--- config.mk ---
export PLATFORM = sky130hd
export DESIGN_NAME = lcd_bus_sched
export DESIGN_NICKNAME = d
export VERILOG_FILES = /design/src/rtl/lcd_pkg.sv /design/src/rtl/lcd_bus_sched_arb.sv /design/src/rtl/lcd_bus_sched.sv
export SDC_FILE = /design/constraint.sdc
export NUM_CORES = 1
export LEC_CHECK = 0
export ABC_AREA = 1
export CAP_MARGIN = 0
export CORE_MARGIN = 1
export CORE_UTILIZATION = 50
export CTS_CLUSTER_SIZE = 14
export DETAILED_ROUTE_END_ITERATION = 10
export HOLD_SLACK_MARGIN = 0.15
export PLACE_DENSITY = 0.74
export SLEW_MARGIN = 25
export SYNTH_ARGS = -nofsm -noshare
export SYNTH_HDL_FRONTEND = slang
export SYNTH_SLANG_ARGS = --single-unit
export TNS_END_PERCENT = 20
--- constraint.sdc ---
create_clock -name clk -period 4.55 [get_ports clk]
set_input_delay 0.91 -clock clk [delete_from_list [all_inputs] [get_ports clk]]
set_output_delay 0.91 -clock clk [all_outputs]
set_load 0.005 [all_outputs]
--- src/rtl/lcd_pkg.sv ---
// Shared definitions for the character LCD bus scheduler:
// FSM state codes, power-on init commands and command classification.
package lcd_pkg;

    localparam logic [2:0] ST_PWR_WAIT  = 3'd0;
    localparam logic [2:0] ST_INIT_LOAD = 3'd1;
    localparam logic [2:0] ST_SETUP     = 3'd2;
    localparam logic [2:0] ST_PULSE     = 3'd3;
    localparam logic [2:0] ST_HOLD      = 3'd4;
    localparam logic [2:0] ST_IDLE      = 3'd5;

    localparam logic [7:0] FUNCTION_SET = 8'h38;
    localparam logic [7:0] ENTRY_MODE   = 8'h06;
    localparam logic [7:0] DISP_ON      = 8'h0C;
    localparam logic [7:0] CLEAR        = 8'h01;

    localparam int INIT_LEN = 4;

    // Clear/home style commands need the long busy wait.
    function automatic logic is_long_cmd(input logic rs, input logic [7:0] data);
        return !rs && (data[7:2] == 6'd0) && (data[1:0] != 2'd0);
    endfunction

    function automatic logic [7:0] init_cmd(input logic [1:0] idx);
        logic [7:0] c;
        case (idx)
            2'd0:    c = FUNCTION_SET;
            2'd1:    c = ENTRY_MODE;
            2'd2:    c = DISP_ON;
            default: c = CLEAR;
        endcase
        return c;
    endfunction

endpackage

--- src/rtl/lcd_bus_sched_arb.sv ---
// Two-way round-robin arbiter; pointer names the favoured
// requester on contention and moves only on an accepted transfer.
module lcd_rr_arb2 (
    input  logic       clk,
    input  logic       rst,
    input  logic [1:0] valid,
    input  logic       accept,
    output logic [1:0] grant,
    output logic       ptr
);

    // One-hot grant: a lone requester wins, contention goes to ptr.
    always_comb begin
        grant = 2'b00;
        case (valid)
            2'b01:   grant = 2'b01;
            2'b10:   grant = 2'b10;
            2'b11:   grant = ptr ? 2'b10 : 2'b01;
            default: grant = 2'b00;
        endcase
    end

    // Pointer moves to the requester that lost (or was absent).
    always_ff @(posedge clk or negedge rst) begin
        if (!rst)
            ptr <= 1'b0;
        else if (accept)
            ptr <= grant[0];
    end

endmodule

--- src/rtl/lcd_bus_sched.sv ---
// HD44780-style LCD bus owner: power-on init, then round-robin
// byte writes from two requesters with E timing and busy waits.
module lcd_bus_sched
    import lcd_pkg::*;
#(
    parameter int E_SETUP   = 1,
    parameter int E_HIGH    = 3,
    parameter int CMD_WAIT  = 40,
    parameter int LONG_WAIT = 1600,
    parameter int INIT_WAIT = 20000,
    parameter int CNT_W     = 16
) (
    input  logic       clk,
    input  logic       rst,
    input  logic       req0_valid,
    input  logic       req0_rs,
    input  logic [7:0] req0_data,
    output logic       req0_ready,
    input  logic       req1_valid,
    input  logic       req1_rs,
    input  logic [7:0] req1_data,
    output logic       req1_ready,
    output logic       init_done,
    output logic       lcd_e,
    output logic       lcd_rs,
    output logic       lcd_rw,
    output logic [7:0] lcd_data
);

    logic [2:0]       state;
    logic [CNT_W-1:0] cnt;
    logic [2:0]       idx;
    logic [1:0]       grant;
    logic             ptr;
    logic             idle_ok;
    logic             accept;
    logic             pwr_last;

    assign lcd_rw     = 1'b0;
    assign idle_ok    = (state == ST_IDLE) && init_done;
    assign req0_ready = idle_ok && grant[0];
    assign req1_ready = idle_ok && grant[1];
    assign accept     = req0_ready || req1_ready;

    // Counter is 0 only on the first power-on cycle; a 1-cycle wait ends there.
    assign pwr_last = (cnt == CNT_W'(1)) ||
                      ((cnt == '0) && (INIT_WAIT == 1));

    lcd_rr_arb2 u_arb (
        .clk    (clk),
        .rst    (rst),
        .valid  ({req1_valid, req0_valid}),
        .accept (accept),
        .grant  (grant),
        .ptr    (ptr)
    );

    // Sequencer: shared down-counter, state advances when it reaches 1.
    always_ff @(posedge clk or negedge rst) begin
        if (!rst) begin
            state     <= ST_PWR_WAIT;
            cnt       <= '0;
            idx       <= '0;
            init_done <= 1'b0;
            lcd_e     <= 1'b0;
            lcd_rs    <= 1'b0;
            lcd_data  <= 8'h00;
        end else begin
            case (state)
                ST_PWR_WAIT: begin
                    if (pwr_last)
                        state <= ST_INIT_LOAD;
                    else if (cnt == '0)
                        cnt <= CNT_W'(INIT_WAIT - 1);
                    else
                        cnt <= cnt - 1'b1;
                end
                ST_INIT_LOAD: begin
                    lcd_rs   <= 1'b0;
                    lcd_data <= init_cmd(idx[1:0]);
                    idx      <= idx + 1'b1;
                    cnt      <= CNT_W'(E_SETUP);
                    state    <= ST_SETUP;
                end
                ST_SETUP: begin
                    if (cnt == CNT_W'(1)) begin
                        lcd_e <= 1'b1;
                        cnt   <= CNT_W'(E_HIGH);
                        state <= ST_PULSE;
                    end else begin
                        cnt <= cnt - 1'b1;
                    end
                end
                ST_PULSE: begin
                    if (cnt == CNT_W'(1)) begin
                        lcd_e <= 1'b0;
                        cnt   <= is_long_cmd(lcd_rs, lcd_data) ?
                                 CNT_W'(LONG_WAIT) : CNT_W'(CMD_WAIT);
                        state <= ST_HOLD;
                    end else begin
                        cnt <= cnt - 1'b1;
                    end
                end
                ST_HOLD: begin
                    if (cnt == CNT_W'(1)) begin
                        if (init_done) begin
                            state <= ST_IDLE;
                        end else if (idx == 3'(INIT_LEN)) begin
                            init_done <= 1'b1;
                            state     <= ST_IDLE;
                        end else begin
                            state <= ST_INIT_LOAD;
                        end
                    end else begin
                        cnt <= cnt - 1'b1;
                    end
                end
                ST_IDLE: begin
                    if (accept) begin
                        lcd_rs   <= grant[1] ? req1_rs : req0_rs;
                        lcd_data <= grant[1] ? req1_data : req0_data;
                        cnt      <= CNT_W'(E_SETUP);
                        state    <= ST_SETUP;
                    end
                end
                default: state <= ST_PWR_WAIT;
            endcase
        end
    end

endmodule
Yosys cells after proc, flatten, opt, wreduce, memory -nomap -nowiden

Index checks and enable logic that the tools add are counted.

Register bits after elaboration: 34
Input bits: 22
Output and inout port bits: 14
Word-level logic and storage cells: 79

Add/sub/neg operators: 2
Eq/ne operators: 19
Multiplexer cells: 30
Reductions and logical operators: 20

Operator list:

| kind                                                | number |
|---|---|
| two-way mux 16 bit                                  | 6 |
| one-hot mux 16 bit (6 select lines)                 | 1 |
| two-way mux 3 bit                                   | 7 |
| one-hot mux 3 bit (6 select lines)                  | 1 |
| one-hot mux 6 bit (3 select lines)                  | 1 |
| == test 16 x 1 -> 1 bit (second input constant)     | 1 |
| logical NOT 16 bit                                  | 1 |
| two-way mux 8 bit                                   | 2 |
| one-hot mux 8 bit (2 select lines)                  | 1 |
| subtractor 16 x 1 -> 16 bit (second input constant) | 1 |
| inequality test 2 bit (second input constant)       | 7 |
| two-way mux 11 bit                                  | 1 |
| == test 3 bit (second input constant)               | 3 |
| == test 2 bit (second input constant)               | 3 |
| == test 3 x 2 -> 1 bit (second input constant)      | 2 |
| logical NOT 6 bit                                   | 1 |
| two-way mux 1 bit                                   | 6 |
| one-hot mux 2 bit (3 select lines)                  | 1 |
| nonzero test 2 bit                                  | 3 |
| nonzero test 6 bit                                  | 1 |
| logical AND 1 bit                                   | 5 |
| AND reduction 5 bit                                 | 1 |
| == test 2 x 1 -> 1 bit (second input constant)      | 2 |
| one-hot mux 1 bit (2 select lines)                  | 2 |
| 10 further kinds                                    | 11 |

Depth between registers and ports, before layout

Gate-level depths: netlist of run 1.

Depth in word-level cells: 6
Gate-level depth with buffers: 11
Gate-level depth less buffers: 11

Cells and area by module

Synthesis of run 1 repeated with hierarchy kept, for this count alone.

Cells, all modules: 334
Area total of the unflattened synthesis: 2433.6 um2

By module, submodules not included:

| module        | times used | cells an instance | area each (um2) | seq. area each (um2) |
|---|---|---|---|---|
| lcd_bus_sched | 1          | 325               | 2371.0          | 825.8 |
| lcd_rr_arb2   | 1          | 9                 | 62.6            | 25.0 |

Worst setup path after synthesis of run 1

Ideal clock, no wire load.

Path kind: input -> output
Start: input req0_valid
End: output req0_ready
Arrival: 1.476 ns
Setup slack: 2.164 ns
Stages: 5
Path through: nand2_1 -> nand2_1 -> inv_1 -> clkbuf_1 -> nor3_1

Cells in the longest elaborated chain, start to end: 3
Elaborated cells between the ends (all ways): 5
Classes of those cells: 3 x eq/ne; 1 x mux; 1 x reduce/logical

Ends and longest elaborated chain:

| element                                                        | RTL line                | source |
|---|---|---|
| from (decl)                                                    | lcd_bus_sched.sv:15     | `input logic req0_valid,` |
| == test 2 bit / == test 2 x 1 -> 1 bit (equally long branches) | lcd_bus_sched_arb.sv:15 | `case (valid)` |
| one-hot mux 2 bit (3 select lines) (*)                         | lcd_bus_sched_arb.sv:15 |  |
| logical AND 1 bit (*)                                          | lcd_bus_sched.sv:41     | `assign req0_ready = idle_ok && grant[0];` |
| to (decl)                                                      | lcd_bus_sched.sv:18     | `output logic req0_ready,` |

Every way passes the cells marked *; elsewhere a longest branch is shown, timed or not.

Final worst setup path of run 1

Same ends and word-level chain as after synthesis.

==> reports/metrics.yaml, run 1 <==
layout_commonest_cell: "nand2_1"
start_util_pct: 52.13
drt_iter0_markers: 184
tns_ns: 0
min_path_type: "reg -> reg"
p_total_w: 0.0006874
wire_per_inst_um: 13.31
track_usage_pct: 26.29
finalMaxSlewViolations: 0
dieArea_um2: 5209
synth_top_family_by_area: "simple AND/OR/NAND/NOR gates"
hold_viol: 0
postLayoutSetupSlackWorst_ns: 0.8232
synth-compound-area-share_pct: 10.42
synthAdderAreaFrac_pct: 3.557
maxCapViolCount: 0
nFillCells: 433
gp_congestion: 0.9115
wl_met1_um: 3003
finalCriticalPeriod_ns: 3.727
postSynthCellCount: 364
clock_latency_ns: 0.30
diodes: 0
vdd_ir_drop_max_uv: 161.3
syn_area_um2: 2462
cts_tree: "done"
power_leakage_nw: 1.522
post_cts_resized: 0
ys_seq_elements: 34
synth_edf_count: 0
status: "complete, no violations"
firstDrtPassIters: 4
routed.top_layer: "met4"
die_h_um: 72.18
syn-num-nets: 393
rows: 25
portBuffers: 34
max_slew.worst_pin.slew_ns: 0.5187
synth-simple-area-share_pct: 40.24
drc: 0
critPathArrivalTime_ns: 2.82
postSynthAreaPerCell_um2: 6.765
place_ws_ns: 0.8691
clkTransAtPathRegs_ns: 0.07
clock_path_buffers: 2
cp_max_fo: 12
yosysWarnings: 0
p_per_area_nw_per_um2: 229.6
stdcell_area_um2: 2994
dp_hpwl_um: 4726
grt_max_degree: 35
cts_setup_buffers: 0
grt_pass1_vias: 2215
design.core.area_um2: 4723
synth_ff_type: "dfrtp_1"
io-pin-count: 36
synthArstFlopShare_pct: 100.0
dpl_cell_area_um2: 2851
mostFrequentLayoutCells: "100 x nand2_1, 75 x nor2_1, 41 x inv_1, 34 x dfrtp_1, 34 x clkdlybuf4s50_1"
holdBufCountCts: 0
final-setup-viol-count: 0
die_w_um: 72.18
drtAntennaViolNets: 0
start_kind: "primary input"
synth_xor_area_share_pct: 2.490
grt_pass1_wl_um: 10540
cts_root_buffer: "clkbuf_8"
cts_sinks: 34
cts_max_level: 2
nets: 428
antenna_found_initial: 0
numCtsBuffers: 5
ys_seq_area_share_pct: 34.55
viasPerCell: 4.994
fin_crit_sh_pct: 81.91
synth_cell_types: 35
synthMuxAreaShare_pct: 0
endpoint_kind: "output pin"
rsz0062_at_grt: "no"
required_ns: 3.64
wl_met3_um: 349
fmax_mhz: 268.3
critical_path_class: "in -> out"
vias: 2332
worst_clock_skew_ns: 0.004890
grt_overflow: 0
area_growth_syn_to_layout_pct: 21.60
dr_wl_met2_um: 2774
drive_above_1_share_pct: 9.000
wl_um: 6217
slew_headroom_pct: 65.33
-- area by class of cell --
cell class | instances | area [um^2] | share of cell area [%]
multi-input combinational | 278 | 1400 | 46.76
sequential | 34 | 850.8 | 28.42
inverter | 45 | 168.9 | 5.641
tap | 67 | 83.83 | 2.800
clock buffer | 6 | 82.58 | 2.758
clock inverter | 2 | 60.06 | 2.006
timing repair buffer | 35 | 347.8 | 11.62
-- through the flow --
| stage | cells | hold slack (ns) | utilization [%] |
|---|---|---|---|
| 6_report | 467 | 0.4862 | 63.39 |
| 5_1_grt | 467 | 0.5055 | 63.39 |
| 4_1_cts | 467 | 0.4921 | 63.39 |
| 3_5_place_dp | 459 | 0.4702 | 60.37 |
| 3_3_place_gp | 459 | 0.4734 | 60.37 |
| 2_1_floorplan | 364 | 0.4713 | - |
-- registers in the layout, indices dropped and copies added (netlist names) --
signal / count
init_done: 1
u_arb.ptr: 1
lcd_e: 1
cnt: 16
lcd_rs: 1
state: 3
lcd_data: 8
idx: 3
-- critical path, cell delays in order --
cell	delay (ns)
clkdlybuf4s50_1	0.52
nand2_1	0.07
nand2_1	0.25
inv_1	0.25
nor3_1	0.26
clkdlybuf4s50_1	0.55
-- Yosys cell counts, types with 3 or more instances --
| library cell | count | area, um^2 |
|---|---|---|
| nand4_1 | 8 | 50.05 |
| o21ai_0 | 17 | 85.08 |
| a21oi_1 | 6 | 30.03 |
| ha_1 | 7 | 87.58 |
| nand2_2 | 6 | 37.54 |
| a31oi_1 | 7 | 43.79 |
| nor2_1 | 75 | 281.5 |
| dfrtp_1 | 34 | 850.8 |
| inv_1 | 41 | 153.9 |
| nand3_1 | 17 | 85.08 |
| inv_2 | 4 | 15.01 |
| nand2_4 | 3 | 33.78 |
| o21bai_1 | 3 | 22.52 |
| xor2_1 | 5 | 43.79 |
| nand2_1 | 100 | 375.4 |
| nor2_4 | 5 | 56.30 |
-- layer usage --
layer  vias up  GRT usage (%)
met1      1043          38.00
met3         8          5.139
met2        63          39.67
li1       1218              -
met4         0          8.279
met5         -              0
-- where the power goes --
| group | leakage, nW | switching, W | internal (W) | total [W] |
|---|---|---|---|---|
| logic | 1.04 | 0.0000142 | 0.0000179 | 0.0000321 |
| clock network | 0.0714 | 0.000119 | 0.000234 | 0.000353 |
| registers | 0.406 | 0.000000167 | 0.000303 | 0.000303 |
-- logic make-up (layout without fill, tap and decap cells) --
family                   after synthesis  in the layout
AO/OA/AOI/OAI                         42             42
XOR/XNOR                               7              7
adder cells (fa/ha/maj)                7              7
buffers and inverters                 52             88
flip-flops                            34             34
other                                  1              1
AND/OR/NAND/NOR                      221            221
-- path summary, 6_finish.rpt --
| kind | cells after the start | end | start | slack (ns) |
|---|---|---|---|---|
| min in group asynchronous | 2 | cnt[7]$_DFFE_PN0P_ | rst | 1.01 |
| hold / removal | 2 | lcd_e$_DFFE_PN0P_ | lcd_e$_DFFE_PN0P_ | 0.49 |
| setup / recovery | 6 | req0_ready | req0_valid | 0.82 |
| setup reg to reg | 9 | cnt[7]$_DFFE_PN0P_ | state[1]$_DFFE_PN0P_ | 2.61 |
| max in group asynchronous | 2 | cnt[6]$_DFFE_PN0P_ | rst | 3.22 |
| hold reg to reg | 2 | lcd_e$_DFFE_PN0P_ | lcd_e$_DFFE_PN0P_ | 0.49 |
Note: power is estimated with default switching activity, not from simulation.
==> inputs of run 2 (changes only) <==
Settings changed: CORE_UTILIZATION 50 to 49, PLACE_DENSITY 0.74 to 0.76.
Clock period 4.55 ns to 3.08 ns, I/O delays scaled along.
==> run 2 against run 1 <==
  * Critical path type unchanged
  * Final cell count grew 0.21%
  * Wire length is 5.7% lower
  * Highest routed layer unchanged
  * Sequential cell count unchanged
  * Worst setup slack got worse by 0.63 ns
  * Power is 29% higher
  * Largest cell class unchanged
  * First-iteration DRC count is 8.7% lower
  * Clock skew decreased by 0.00099 ns
==> reports/metrics.yaml, run 2 (same netlist as run 1, synthesis figures left out) <==
tns_ns: 0  # unchanged
required_ns: 2.46  # -1.18 ns
cts_max_level: 2  # unchanged
clock_path_buffers: 2  # unchanged
final-setup-viol-count: 0  # unchanged
nets: 429  # +0.23%
mostFrequentLayoutCells: "100 x nand2_1, 75 x nor2_1, 41 x inv_1, 34 x dfrtp_1, 34 x clkdlybuf4s50_1"
cts_sinks: 34  # unchanged
cts_root_buffer: "clkbuf_8"
power_leakage_nw: 1.513  # -0.61%
min_path_type: "reg -> reg"
rsz0062_at_grt: "no"
place_ws_ns: 0.2255  # -0.6436 ns
diodes: 0  # unchanged
cts_tree: "done"
start_util_pct: 51.45  # -0.68 points
drive_above_1_share_pct: 9.227  # +0.23 points
status: "complete, no violations"
dp_cells: 460  # +0.22%
design.core.area_um2: 4786  # +1.3%
wl_um: 5863  # -5.7%
layout_commonest_cell: "nand2_1"
critPathMaxStageDelay_ns: 0.55  # about the same
reg_top3: "cnt x16, lcd_data x8"
start_kind: "primary input"
dpl_cell_area_um2: 2859  # +0.26%
drt_iter0_markers: 168  # -8.7%
die_h_um: 72.89  # +0.99%
holdBufCountCts: 0  # unchanged
fmax_mhz: 346.9
vias: 2351  # +0.81%
worst_clock_skew_ns: 0.003897  # -0.0009920 ns
fin_crit_sh_pct: 93.60
dp_hpwl_um: 4483  # -5.2%
critPathArrivalTime_ns: 2.27  # -0.55 ns
track_usage_pct: 24.56  # -1.7 points
endpoint_kind: "output pin"
p_per_area_nw_per_um2: 298.7  # +30%
drtAntennaViolNets: 0  # unchanged
finalMaxSlewViolations: 0  # unchanged
hold_viol: 0  # unchanged
viasPerCell: 5.024  # +0.60%
regMostFlops: "cnt"
antenna_found_initial: 0  # unchanged
dieArea_um2: 5313  # +2.0%
vdd_ir_drop_max_uv: 281.6  # +75%
wire_per_inst_um: 12.53  # -5.9%
p_total_w: 0.0008869  # +29%
cts_setup_buffers: 0  # unchanged
critical_path_class: "in -> out"
multi_input_area_um2: 1400  # unchanged
seq_area_um2: 850.8  # unchanged
grt_pass1_vias: 2170  # -2.0%
post_cts_resized: 0  # unchanged
area_growth_syn_to_layout_pct: 20.58
gp_congestion: 0.8839  # -3.0%
clock_latency_ns: 0.29  # about the same
nFillCells: 447  # +3.2%
crit_chain: "clkdlybuf4s50_1 -> nand2_1 -> nand2_1 -> inv_1 -> nor3_1 -> clkdlybuf4s50_1"
grt_pass1_wl_um: 9922  # -5.8%
grt_max_degree: 35  # unchanged
cp_max_fo: 11  # -1
firstDrtPassIters: 4  # unchanged
postLayoutSetupSlackWorst_ns: 0.1970  # -0.6261 ns
maxCapViolCount: 0  # unchanged
io-pin-count: 36  # unchanged
finalCriticalPeriod_ns: 2.883
layout.cells.non_filler: 468  # +0.21%
rows: 25  # unchanged
numCtsBuffers: 5  # unchanged
die_w_um: 72.89  # +0.99%
drc: 0  # unchanged
stdcell_area_um2: 2969  # -0.84%
portBuffers: 34  # unchanged
grt_overflow: 0  # unchanged
crit_slowest_cell: "clkdlybuf4s50_1"
clkTransAtPathRegs_ns: 0.07  # about the same
largest_reg_flops: 16  # unchanged
## run 2: final timing paths
kind | from | endpoint | slack, ns | cells past startpoint
min in group asynchronous | rst | idx[0]$_DFFE_PN0P_ | 0.74 | 2
setup reg to reg | state[0]$_DFFE_PN0P_ | cnt[15]$_DFFE_PN0P_ | 1.15 | 8
max in group asynchronous | rst | cnt[14]$_DFFE_PN0P_ | 2.03 | 2
hold reg to reg | lcd_e$_DFFE_PN0P_ | lcd_e$_DFFE_PN0P_ | 0.49 | 2
setup / recovery | req0_valid | req0_ready | 0.20 | 6
hold / removal | lcd_e$_DFFE_PN0P_ | lcd_e$_DFFE_PN0P_ | 0.49 | 2
## run 2: per-layer routing
| metal | GRT usage, % | vias up | wire length (um) |
|---|---|---|---|
| met1 | 34.42 | 1058 | 2867 |
| met3 | 4.972 | 8 | 365 |
| met5 | 0 | - | 0 |
| met4 | 6.536 | 0 | 73 |
| met2 | 38.73 | 69 | 2556 |
| li1 | - | 1216 | - |
## run 2: per-stage QoR
stage / hold WS, ns / util [%]
after floorplan: 0.3204 / -
after global placement: 0.4730 / 59.74
after detailed placement: 0.4752 / 59.74
after CTS: 0.4964 / 62.04
after global routing: 0.5060 / 62.04
final: 0.4867 / 62.04
## run 2: layout make-up
class | count | area share [%]
Sequential cell | 34 | 28.66
Multi-Input combinational cell | 278 | 47.16
Inverter | 45 | 5.689
Clock buffer | 8 | 3.708
Timing Repair Buffer | 36 | 11.97
Tap cell | 67 | 2.823
## run 2: power by group
group / switching (W) / total, W / leakage, nW / internal (W)
sequential: 0.000000183 / 0.000447 / 0.406 / 0.000447
combinational: 0.0000211 / 0.0000487 / 1.05 / 0.0000275
clock: 0.000165 / 0.000391 / 0.0575 / 0.000226
total: 0.000186 / 0.000887 / 1.51 / 0.000700
## run 2: worst max-delay path: cells and delay by family
family / cells / cell delay [ns]
AND/OR/NAND/NOR: 3 / 0.41
buffers and inverters: 3 / 1.23
